### config.mk
export PLATFORM = sky130hd
export DESIGN_NAME = bus_transfer_sequencer
export DESIGN_NICKNAME = d
export VERILOG_FILES = /design/src/rtl/bus_transfer_sequencer.sv
export SDC_FILE = /design/constraint.sdc
export NUM_CORES = 1
export LEC_CHECK = 0
export ABC_AREA = 1
export CAP_MARGIN = 20
export CORE_MARGIN = 2
export CORE_UTILIZATION = 53
export DETAILED_ROUTE_END_ITERATION = 6
export MAX_ROUTING_LAYER = met4
export PLACE_DENSITY = 0.79
export SYNTH_ARGS = -nofsm -noshare
export SYNTH_HDL_FRONTEND = slang
export SYNTH_SLANG_ARGS = --single-unit
### constraint.sdc
create_clock -name clk -period 2.8 [get_ports clk]
set_clock_uncertainty 0.15 [all_clocks]
set_input_delay 0.84 -clock clk [delete_from_list [all_inputs] [get_ports clk]]
set_output_delay 0.84 -clock clk [all_outputs]
set_load 0.01 [all_outputs]
### src/rtl/bus_transfer_sequencer.sv
// Sequences register-to-register transfers over a shared bus: queued requests
// are played out as DRIVE (source enabled), LATCH (destination strobed), RELEASE.
module bus_transfer_sequencer #(
    parameter int NREG  = 8,
    parameter int WIDTH = 8,
    localparam int IW   = $clog2(NREG)
) (
    input  logic             clk,
    input  logic             reset_n,
    // Handshake: a request transfers on a rising edge where req_valid and
    // req_ready are both 1; req_ready depends only on registered occupancy.
    input  logic             req_valid,
    output logic             req_ready,
    input  logic [IW-1:0]    req_src,
    input  logic [IW-1:0]    req_dst,
    input  logic             req_capture,
    input  logic [WIDTH-1:0] bus_in,
    output logic [NREG-1:0]  reg_enable,
    output logic [NREG-1:0]  reg_latch,
    output logic [WIDTH-1:0] capture_data,
    output logic             busy,
    output logic             done,
    output logic             err,
    output logic [1:0]       fsm_state
);

    typedef enum logic [1:0] {
        S_IDLE    = 2'd0,
        S_DRIVE   = 2'd1,
        S_LATCH   = 2'd2,
        S_RELEASE = 2'd3
    } state_t;

    state_t state, state_next;

    logic [IW-1:0] fifo_src [4];
    logic [IW-1:0] fifo_dst [4];
    logic          fifo_cap [4];
    logic [1:0]    wr_ptr, rd_ptr;
    logic [2:0]    count;

    logic [IW-1:0] act_src, act_dst;
    logic          act_cap;

    logic          accept, push, reject, pop;
    logic [IW-1:0] next_src;

    assign req_ready = (count < 3'd4);
    assign accept    = req_valid & req_ready;
    assign push      = accept & (req_src != req_dst);
    assign reject    = accept & (req_src == req_dst);
    assign busy      = (state != S_IDLE) || (count != 3'd0);
    assign fsm_state = state;

    always_comb begin
        state_next = state;
        pop        = 1'b0;
        unique case (state)
            S_IDLE: begin
                if (count != 3'd0) begin
                    state_next = S_DRIVE;
                    pop        = 1'b1;
                end
            end
            S_DRIVE: state_next = S_LATCH;
            S_LATCH: state_next = S_RELEASE;
            S_RELEASE: begin
                if (count != 3'd0) begin
                    state_next = S_DRIVE;
                    pop        = 1'b1;
                end else begin
                    state_next = S_IDLE;
                end
            end
            default: state_next = S_IDLE;
        endcase
    end

    // The source for the coming cycle is the FIFO head when popping, so the
    // registered enable lines up with the first DRIVE cycle.
    assign next_src = pop ? fifo_src[rd_ptr] : act_src;

    always_ff @(posedge clk) begin
        if (push) begin
            fifo_src[wr_ptr] <= req_src;
            fifo_dst[wr_ptr] <= req_dst;
            fifo_cap[wr_ptr] <= req_capture;
        end
    end

    always_ff @(posedge clk or negedge reset_n) begin
        if (!reset_n) begin
            wr_ptr <= 2'd0;
            rd_ptr <= 2'd0;
            count  <= 3'd0;
        end else begin
            if (push) wr_ptr <= wr_ptr + 2'd1;
            if (pop)  rd_ptr <= rd_ptr + 2'd1;
            unique case ({push, pop})
                2'b10:   count <= count + 3'd1;
                2'b01:   count <= count - 3'd1;
                default: count <= count;
            endcase
        end
    end

    always_ff @(posedge clk or negedge reset_n) begin
        if (!reset_n) begin
            act_src <= '0;
            act_dst <= '0;
            act_cap <= 1'b0;
        end else if (pop) begin
            act_src <= fifo_src[rd_ptr];
            act_dst <= fifo_dst[rd_ptr];
            act_cap <= fifo_cap[rd_ptr];
        end
    end

    always_ff @(posedge clk or negedge reset_n) begin
        if (!reset_n) begin
            state        <= S_IDLE;
            reg_enable   <= '0;
            reg_latch    <= '0;
            done         <= 1'b0;
            err          <= 1'b0;
            capture_data <= '0;
        end else begin
            state      <= state_next;
            reg_enable <= (state_next == S_DRIVE || state_next == S_LATCH)
                          ? (NREG'(1) << next_src) : '0;
            reg_latch  <= (state_next == S_LATCH) ? (NREG'(1) << act_dst) : '0;
            done       <= (state_next == S_RELEASE);
            err        <= reject;
            if (state == S_LATCH && act_cap) capture_data <= bus_in;
        end
    end

endmodule

# After elaboration in Yosys (flattened, before gate mapping)
# Memory sizes are Yosys's and may differ from the RTL's. A register that Yosys moved wholly into a read port is not among the register bits.
# Index checks and enable logic that the tools add are counted.
[word_totals] input_bits=18 ram_bits=28 elab_cells=54 reg_bits=38 out_inout_bits=30 mem_count=3
[mem_list] name="fifo_dst" words=4 width=3 rd=1 rd_clocked_by_memory_dff=1 wr=1 line_no="37" rtl="logic [IW-1:0] fifo_dst [4];"
[mem_list] name="fifo_src" words=4 width=3 rd=1 rd_clocked_by_memory_dff=0 wr=1 line_no="36" rtl="logic [IW-1:0] fifo_src [4];"
[mem_list] name="fifo_cap" words=4 width=1 rd=1 rd_clocked_by_memory_dff=1 wr=1 line_no="38" rtl="logic fifo_cap [4];"
[op_classes] muxes=11 shifts=2 n_addsub=4 reduce_logical=10 magnitude_cmp=1 bitwise=3 n_eq_ne=10
[ops] cell="8-bit two-way mux" count=2
[ops] cell="1-bit by 3-bit << shifter with 8-bit output, first input constant" count=2
[ops] cell="2-bit == test, second input constant" count=5
[ops] cell="2-bit case mux with 4 select lines" count=1
[ops] cell="2-bit by 1-bit == test with 1-bit output, second input constant" count=3
[ops] cell="3-bit case mux with 2 select lines" count=1
[ops] cell="1-bit two-way mux" count=5
[ops] cell="2-bit by 1-bit adder with 2-bit output, second input constant" count=2
[ops] cell="2-bit nonzero test" count=2
[ops] cell="3-bit by 1-bit adder with 3-bit output, second input constant" count=1
[ops] cell="1-bit AND" count=3
[ops] cell="3-bit == test" count=1
[ops] cell="3-bit less-than comparator, second input constant" count=1
[ops] cell="3-bit two-way mux" count=1
[ops] cell="3-bit inequality test" count=1
[ops] cell="3-bit nonzero test" count=1
[ops] cell="3-bit by 1-bit subtractor with 3-bit output, second input constant" count=1
[ops] cell="1-bit logical NOT" count=2
[ops] cell="2-bit logical NOT" count=1
[ops] cell="1-bit logical OR" count=2
[ops] cell="2-bit two-way mux" count=1
[ops] cell="2-bit OR reduction" count=1
[ops] cell="1-bit logical AND" count=1

# Depth between registers and ports, before layout
# Gate-level depths: netlist of the first run.
[depth] depth_word=6 ltp_mapped=10 depth_no_buf=10

# Least setup slack after synthesis of the first run
# No wires, ideal clock.
[synth_timing] path_kind="input-to-reg" from="input port req_dst[0]" to="register count[2]" path_stages=9 required_time_ps=2519 t_arrival_ps=2249 path_buffers=0 setup_ps=131 path_slack_ps=270 cell_sequence="xnor2_1 -> nand3_1 -> nand3_1 -> ha_1 -> inv_1 -> fa_1 -> a21oi_1 -> o21ai_0 -> xor2_1"
[synth_via] elab_chain_cells=4 word_cells_on_any_way=6 cone_classes="eq/ne: 3; mux: 1; bitwise: 1; reduce/logical: 1"
[synth_rtl] element="start, declared" line_no="15" rtl="input logic [IW-1:0] req_dst,"
[synth_rtl] element="3-bit inequality test (*)" line_no="50" rtl="assign push = accept & (req_src != req_dst);"
[synth_rtl] element="1-bit AND (*)" line_no="50"
[synth_rtl] element="2-bit by 1-bit == test with 1-bit output / 2-bit == test (equally long branches)" line_no="99" rtl="unique case ({push, pop})"
[synth_rtl] element="3-bit case mux with 2 select lines / 2-bit nonzero test (equally long branches)"
[synth_rtl] element="end signal, assigned" line_no="100" rtl="2'b10: count <= count + 3'd1;"
[synth_rtl] element="end signal, assigned" line_no="101" rtl="2'b01: count <= count - 3'd1;"
[synth_rtl] element="end signal, assigned" line_no="102" rtl="default: count <= count;"
[synth_rtl] element="end, declared" line_no="40" rtl="logic [2:0] count;"
# Every way passes the cells marked *; elsewhere a longest branch is shown, timed or not.
# A chain may end at the register's enable or synchronous reset.

# Final worst setup path of the first run
[layout_timing] from="register state[0] (netlist: fsm_state[0])" to="output port busy"
[layout_via] elab_chain_cells=2
[layout_rtl] element="start, declared" line_no="34" rtl="state_t state, state_next;"
[layout_rtl] element="start signal, assigned" line_no="128" rtl="state <= state_next;"
[layout_rtl] element="2-bit nonzero test" line_no="52" rtl="assign busy = (state != S_IDLE) || (count != 3'd0);"
[layout_rtl] element="1-bit logical OR" line_no="52"
[layout_rtl] element="end, declared" line_no="21" rtl="output logic busy,"
# Every way passes these cells.

==> reports/results.ini, run 1 <==
[yosys]
synthFlopType = dfrtp_1
synth_async_sr_flop_share = 0.600
synth_fp_nets = 298
synth_edf_count = 28
synth_top_family_by_area = simple AND/OR/NAND/NOR gates
synthesis.area_um2 = 2960
synthAdderAreaFrac = 0.0533
synth-xor-area-share = 0.0178
yosysWarnings = 0
syn_area_per_cell_um2 = 11.0
synth-seq-cells = 70
yosys.cell_types.count = 27
synthMuxAreaShare = 0.0305
synth_cells = 268
yosys.area_share.simple = 0.160
synth_compound_area_frac = 0.0377
ys_seq_area_frac = 0.640

[pwr]
p_clk_frac = 0.193
internal_power_uw = 2710
p_leak_uw = 0.00172
p_switching_uw = 1600
combinationalPowerShare = 0.439
power_frac_seq = 0.368
p_per_area_nw_per_um2 = 1140
sw_frac_of_total = 0.371
finalPower_uw = 4320
peakVddDrop_v = 0.000720

[clock_tree]
clk_latency_ps = 330
htree_levels = 3
ctsHoldBuffers = 0
cts.sinks = 70
clockRootBuffer = clkbuf_8
cts_setup_buffers = 0
cts_tree = yes
clkTransAtPathRegs_ps = 70
clk_path_buf_depth = 2
cts_buffers = 9

[routing]
drc = 0
ant_nets = 0
drt_iter0_drc = 82
drt-pass1-iter-count = 4
routed-via-count = 1977
routed_wl_mm = 4.91
viasPerCell = 4.80
routedWlPerCell_um = 11.9

[cells_and_area]
layout.core_utilization = 0.696
final.fill_count = 416
final_nets = 365
final_layout_size_suffix_gt1_frac = 0.141
area_delta_synth_final_pct = 28.0
num_antenna_cells = 0

[timing]
rsz0062_at_grt = no
hold_viol_final = 0
maxSlewHeadroom = 0.413
worst_pin_slew_ps = 881
max_freq_mhz = 373
period_share = 0.959
finalSetupViolations = 0
final_max_slew_viol_count = 0
period_needed_ps = 2680

[worst_hold_path]
hold_start = count[0]
min_path_type = flop to flop

[die]
ios = 48
die_w_um = 78.7
die_area_um2 = 6190
initial_core_util = 0.544
core.rowCount = 27
core_um2 = 5440
die_height_um = 78.7

[worst_setup_path]
startpoint = fsm_state[0]
crit_type = flop to output port
worstPathArrival_ps = 1690
rr_startpoint = fsm_state[0]
required_ps = 1810
crit_fanout = 5
crit_path_end_kind = output port
crit_path_start_kind = flop

[global_routing]
grt_pass1_wl_mm = 7.98
grt_max_degree = 43
grt_pass1_vias = 1839
antenna_found_initial = 0
grt.total_usage = 0.176
overflow = 0

[run]
max_cap_violations = 0

[placed_design]
port_buffers = 47
dp_hpwl_mm = 3.62
gp_congestion = 0.766

[status]
status = completed

## layer usage
metal	up-vias	global-route usage	wire, µm	part of all wire
met5	-	-	0	0
met4	0	0.0684	68	0.014
met3	9	0.0602	348	0.071
met2	57	0.291	2390	0.49
met1	915	0.199	2100	0.43
li1	996	-	-	-
## cell usage after synthesis (2+ instances only)
| cell type | n | area share |
|---|---|---|
| buf_6 | 3 | 0.011 |
| dfrtp_1 | 42 | 0.36 |
| edfxtp_1 | 28 | 0.28 |
| ha_1 | 11 | 0.047 |
| inv_1 | 33 | 0.042 |
| mux2_2 | 8 | 0.030 |
| nand2_1 | 56 | 0.071 |
| nand2_2 | 2 | 0.0042 |
| nand3_1 | 12 | 0.020 |
| nand4_1 | 2 | 0.0042 |
| nor2_1 | 37 | 0.047 |
| o21ai_0 | 13 | 0.022 |
| o22ai_1 | 3 | 0.0063 |
| xnor2_1 | 4 | 0.012 |
| xor2_1 | 2 | 0.0059 |
## worst max-delay path: stages (launching register included)
cell and delay, ps:
dfrtp_1 420, inv_1 120, ha_1 220, nand3_1 80, clkdlybuf4s50_1 530
## stage by stage
step	setup WS, ps	hold slack [ps]	setup TNS, ps	instance area, µm²	instances
floorplan	270	296	0	2960	268
CTS	73.7	328	0	3780	412
detailed placement	-185	314	-185	3570	396
global route	13.0	340	0	3780	412
finish	116	321	0	3780	412
global placement	-120	316	-120	3570	396
## sequential cells by signal, summed over array words and instances (netlist names)
name          flops
act_src           3
wr_ptr            2
rd_ptr            2
reg_enable        8
act_dst           3
fsm_state         2
done              1
act_cap           1
fifo_src         12
fifo_cap          4
err               1
fifo_dst         12
capture_data      8
reg_latch         8
count             3
## layout make-up
type | instances | area (µm²) | area share
Sequential cell | 70 | 1890 | 0.500
Inverter | 35 | 134 | 0.0354
Multi-Input combinational cell | 158 | 888 | 0.235
Timing Repair Buffer | 61 | 571 | 0.151
Clock buffer | 13 | 169 | 0.0446
Tap cell | 72 | 90.1 | 0.0238
Clock inverter | 3 | 41.3 | 0.0109
## placed cells by master, fill, tap and decap left out, drive strengths merged
cell           count
a21oi              2
a31oi              1
buf               15
bufinv             1
clkbuf            13
clkdlybuf4s50     46
clkinv             1
dfrtp             42
edfxtp            28
fa                 1
ha                11
inv               36
mux2               8
nand2             59
nand3             13
nand4              2
nor2              38
o21ai             13
o22ai              3
or2                1
xnor2              4
xor2               2
## cell families after synthesis
family,after synthesis
multiplexers,8
AO/OA/AOI/OAI,19
buffers and inverters,40
AND/OR/NAND/NOR,113
XOR/XNOR,6
adder cells (fa/ha/maj),12
flip-flops,70
## worst paths after layout
kind	end	slack [ps]	depth (start not counted)
setup / recovery	busy	120	4
hold / removal	count[0]	320	1
setup reg to reg	count[2]	470	9
hold reg to reg	count[0]	320	1
max in group asynchronous	capture_data[5]	1470	1
min in group asynchronous	wr_ptr[1]	470	1
## timing repair
item                                    4_1_cts  5_1_grt
endpoints found under the setup margin        0        1
gates resized for setup                       0        2
hold endpoints to repair                      0        0
## power by group through the flow
stage	combinational (µW)	sequential, µW	clock [µW]
CTS	1890	1600	850
finish	1890	1590	835
global route	2130	1620	901
global placement	1810	1590	0
floorplan	1230	1610	0
detailed placement	1880	1610	0
No activity file was read; power rests on OpenSTA's default activity.
==> run 2, diff against run 1 <==
Settings changed: CORE_MARGIN 2 to 1, TNS_END_PERCENT from default to 5.
==> run 2 against run 1 <==
Net effect:
- register-to-register slack about the same
- setup slack gained 6.4 ps
- non-clock buffer count grew 2
- sequential cell count unchanged
- clock power decreased by 14%
- worst hold slack got worse by 28 ps
- utilization up 2.3 points
- combinational power is essentially flat
- via count is 1.7% higher
- die area decreased by 5.0%
- highest routed layer unchanged
==> reports/results.ini, run 2 (synthesis results as in run 1) <==
[status]
status = completed

[clock_tree]
cts_setup_buffers = 0  ; unchanged
clkTransAtPathRegs_ps = 70  ; about the same
cts_buffers = 9  ; unchanged
clk_latency_ps = 340  ; about the same
cts.sinks = 70  ; unchanged
cts_tree = yes
ctsHoldBuffers = 0  ; unchanged
ctsResizeCount = 0  ; unchanged
clk_path_buf_depth = 2  ; unchanged
htree_levels = 3  ; unchanged
clockRootBuffer = clkbuf_8

[die]
initial_core_util = 0.565  ; +0.0209
ios = 48  ; unchanged
die_height_um = 76.7  ; -2.5%
die_w_um = 76.7  ; -2.5%
die_area_um2 = 5880  ; -5.0%
core.rowCount = 26  ; -3.7%
core_um2 = 5240  ; -3.7%

[pwr]
finalPower_uw = 4210  ; -2.5%
sw_frac_of_total = 0.383  ; +0.0119
combinationalPowerShare = 0.451  ; +0.012
power_frac_seq = 0.379  ; +0.011
p_leak_uw = 0.00171  ; -0.59%
p_switching_uw = 1610  ; +0.63%
p_per_area_nw_per_um2 = 1120  ; -2.0%
internal_power_uw = 2600  ; -4.3%
peakVddDrop_v = 0.000597  ; -17%
p_clk_frac = 0.171  ; -0.022

[worst_setup_path]
slowest_stage = clkdlybuf4s50_1
worstPathArrival_ps = 1690  ; about the same
required_ps = 1810  ; about the same
r2r_setup_slack_ps = 470  ; about the same
crit_path_cell_trace = inv_1 -> ha_1 -> nand3_1 -> clkdlybuf4s50_1
critPathTopFamily = buffers and inverters
startpoint = fsm_state[0]
crit_path_start_kind = flop
slowest_delay_ps = 530  ; about the same
crit_path_end_kind = output port
rr_startpoint = fsm_state[0]
reg2reg_to = count[2]
cp-endpoint = busy
crit_fanout = 5  ; unchanged
cp_num_cells = 4  ; unchanged
r2r_cells = 9  ; unchanged
critPathBufInv = 2  ; unchanged
crit_type = flop to output port

[global_routing]
grt.total_usage = 0.202  ; +0.0257
grt_pass1_vias = 1925  ; +4.7%
overflow = 0  ; unchanged
grt_pass1_wl_mm = 8.71  ; +9.2%
antenna_found_initial = 0  ; unchanged
grt_max_degree = 24  ; -44%

[cells_and_area]
final_nets = 367  ; +0.55%
reg_top3 = fifo_dst: 12 flops, fifo_src: 12 flops
final_common_cell = nand2_1
num_antenna_cells = 0  ; unchanged
layoutNonFillerInstCount = 412  ; unchanged
area_delta_synth_final_pct = 27.4
layout_common_cells = 56 x nand2_1, 46 x clkdlybuf4s50_1, 42 x dfrtp_1
layout.core_utilization = 0.719  ; +0.0232
final_layout_size_suffix_gt1_frac = 0.140  ; -0.000826

[routing]
drt-pass1-iter-count = 4  ; unchanged
ant_nets = 0  ; unchanged
viasPerCell = 4.88  ; +1.7%
drt_iter0_drc = 151  ; +84%
routed-via-count = 2011  ; +1.7%
routed_wl_mm = 5.09  ; +3.5%
routedWlPerCell_um = 12.3  ; +3.5%
drc = 0  ; unchanged

[timing]
max_freq_mhz = 373  ; +0.24%
rsz0062_at_grt = no
maxSlewHeadroom = 0.623  ; +0.210
period_share = 0.956  ; -0.00227
final_max_slew_viol_count = 0  ; unchanged
setup_slack_ps = 122  ; +6.36 ps
period_needed_ps = 2680  ; -6.36 ps
hold_viol_final = 0  ; unchanged
finalSetupViolations = 0  ; unchanged
hold_slack_ps = 294  ; -27.5 ps
worst_pin_slew_ps = 566  ; -315 ps

[placed_design]
gp_congestion = 0.781  ; +2.0%
dp_hpwl_mm = 3.60  ; -0.35%
dp_cells = 396  ; unchanged
pre_cts_ws_ps = -208  ; -23.2 ps
port_buffers = 47  ; unchanged

[worst_hold_path]
min_path_type = input pin to asynchronous set/reset pin

[run]
max_cap_violations = 0  ; unchanged

run 2: changes by cell type in the layout (fill, tap and decap cells not counted), sizes merged:
cell	change
buf	+2
bufinv	-1
clkinv	+1
inv	-1
clkinvlp	+1
run 2: power by group through the flow:
stage,logic (µW),clock network [µW],registers (µW)
floorplan,1230,0,1610
global placement,1810,0,1600
detailed placement,1890,0,1610
CTS,1910,731,1590
global route,2140,777,1640
finish,1900,719,1590
run 2: per-stage QoR:
step / area, µm² / TNS, ps
floorplan: 2960 / 0
global placement: 3580 / -119
detailed placement: 3580 / -208
CTS: 3760 / 0
global route: 3770 / 0
finish: 3770 / 0
run 2: metal layers:
metal | vias to the layer above | part of all wire | GRT usage
li1 | 1000 | - | -
met1 | 947 | 0.44 | 0.247
met2 | 54 | 0.49 | 0.324
met3 | 10 | 0.041 | 0.0369
met4 | 0 | 0.022 | 0.0981
met5 | - | 0 | -
run 2: cell type report:
cell class                      count  area, µm²
Sequential cell                    70       1890
Fill cell                         386       1470
Multi-Input combinational cell    158        890
Timing Repair Buffer               63        586
Clock buffer                       13        160
Inverter                           35        134
Tap cell                           70       87.6
Clock inverter                      3       17.5
run 2: worst min path at each step:
| stage | startpoint | to |
|---|---|---|
| 2_1_floorplan | count[0] | count[0] |
| 3_3_place_gp | count[0] | count[0] |
| 3_5_place_dp | count[0] | count[0] |
| 4_1_cts | reset_n | reg_latch[1] |
| 5_1_grt | reset_n | reg_latch[2] |
| 6_report | reset_n | reg_latch[1] |
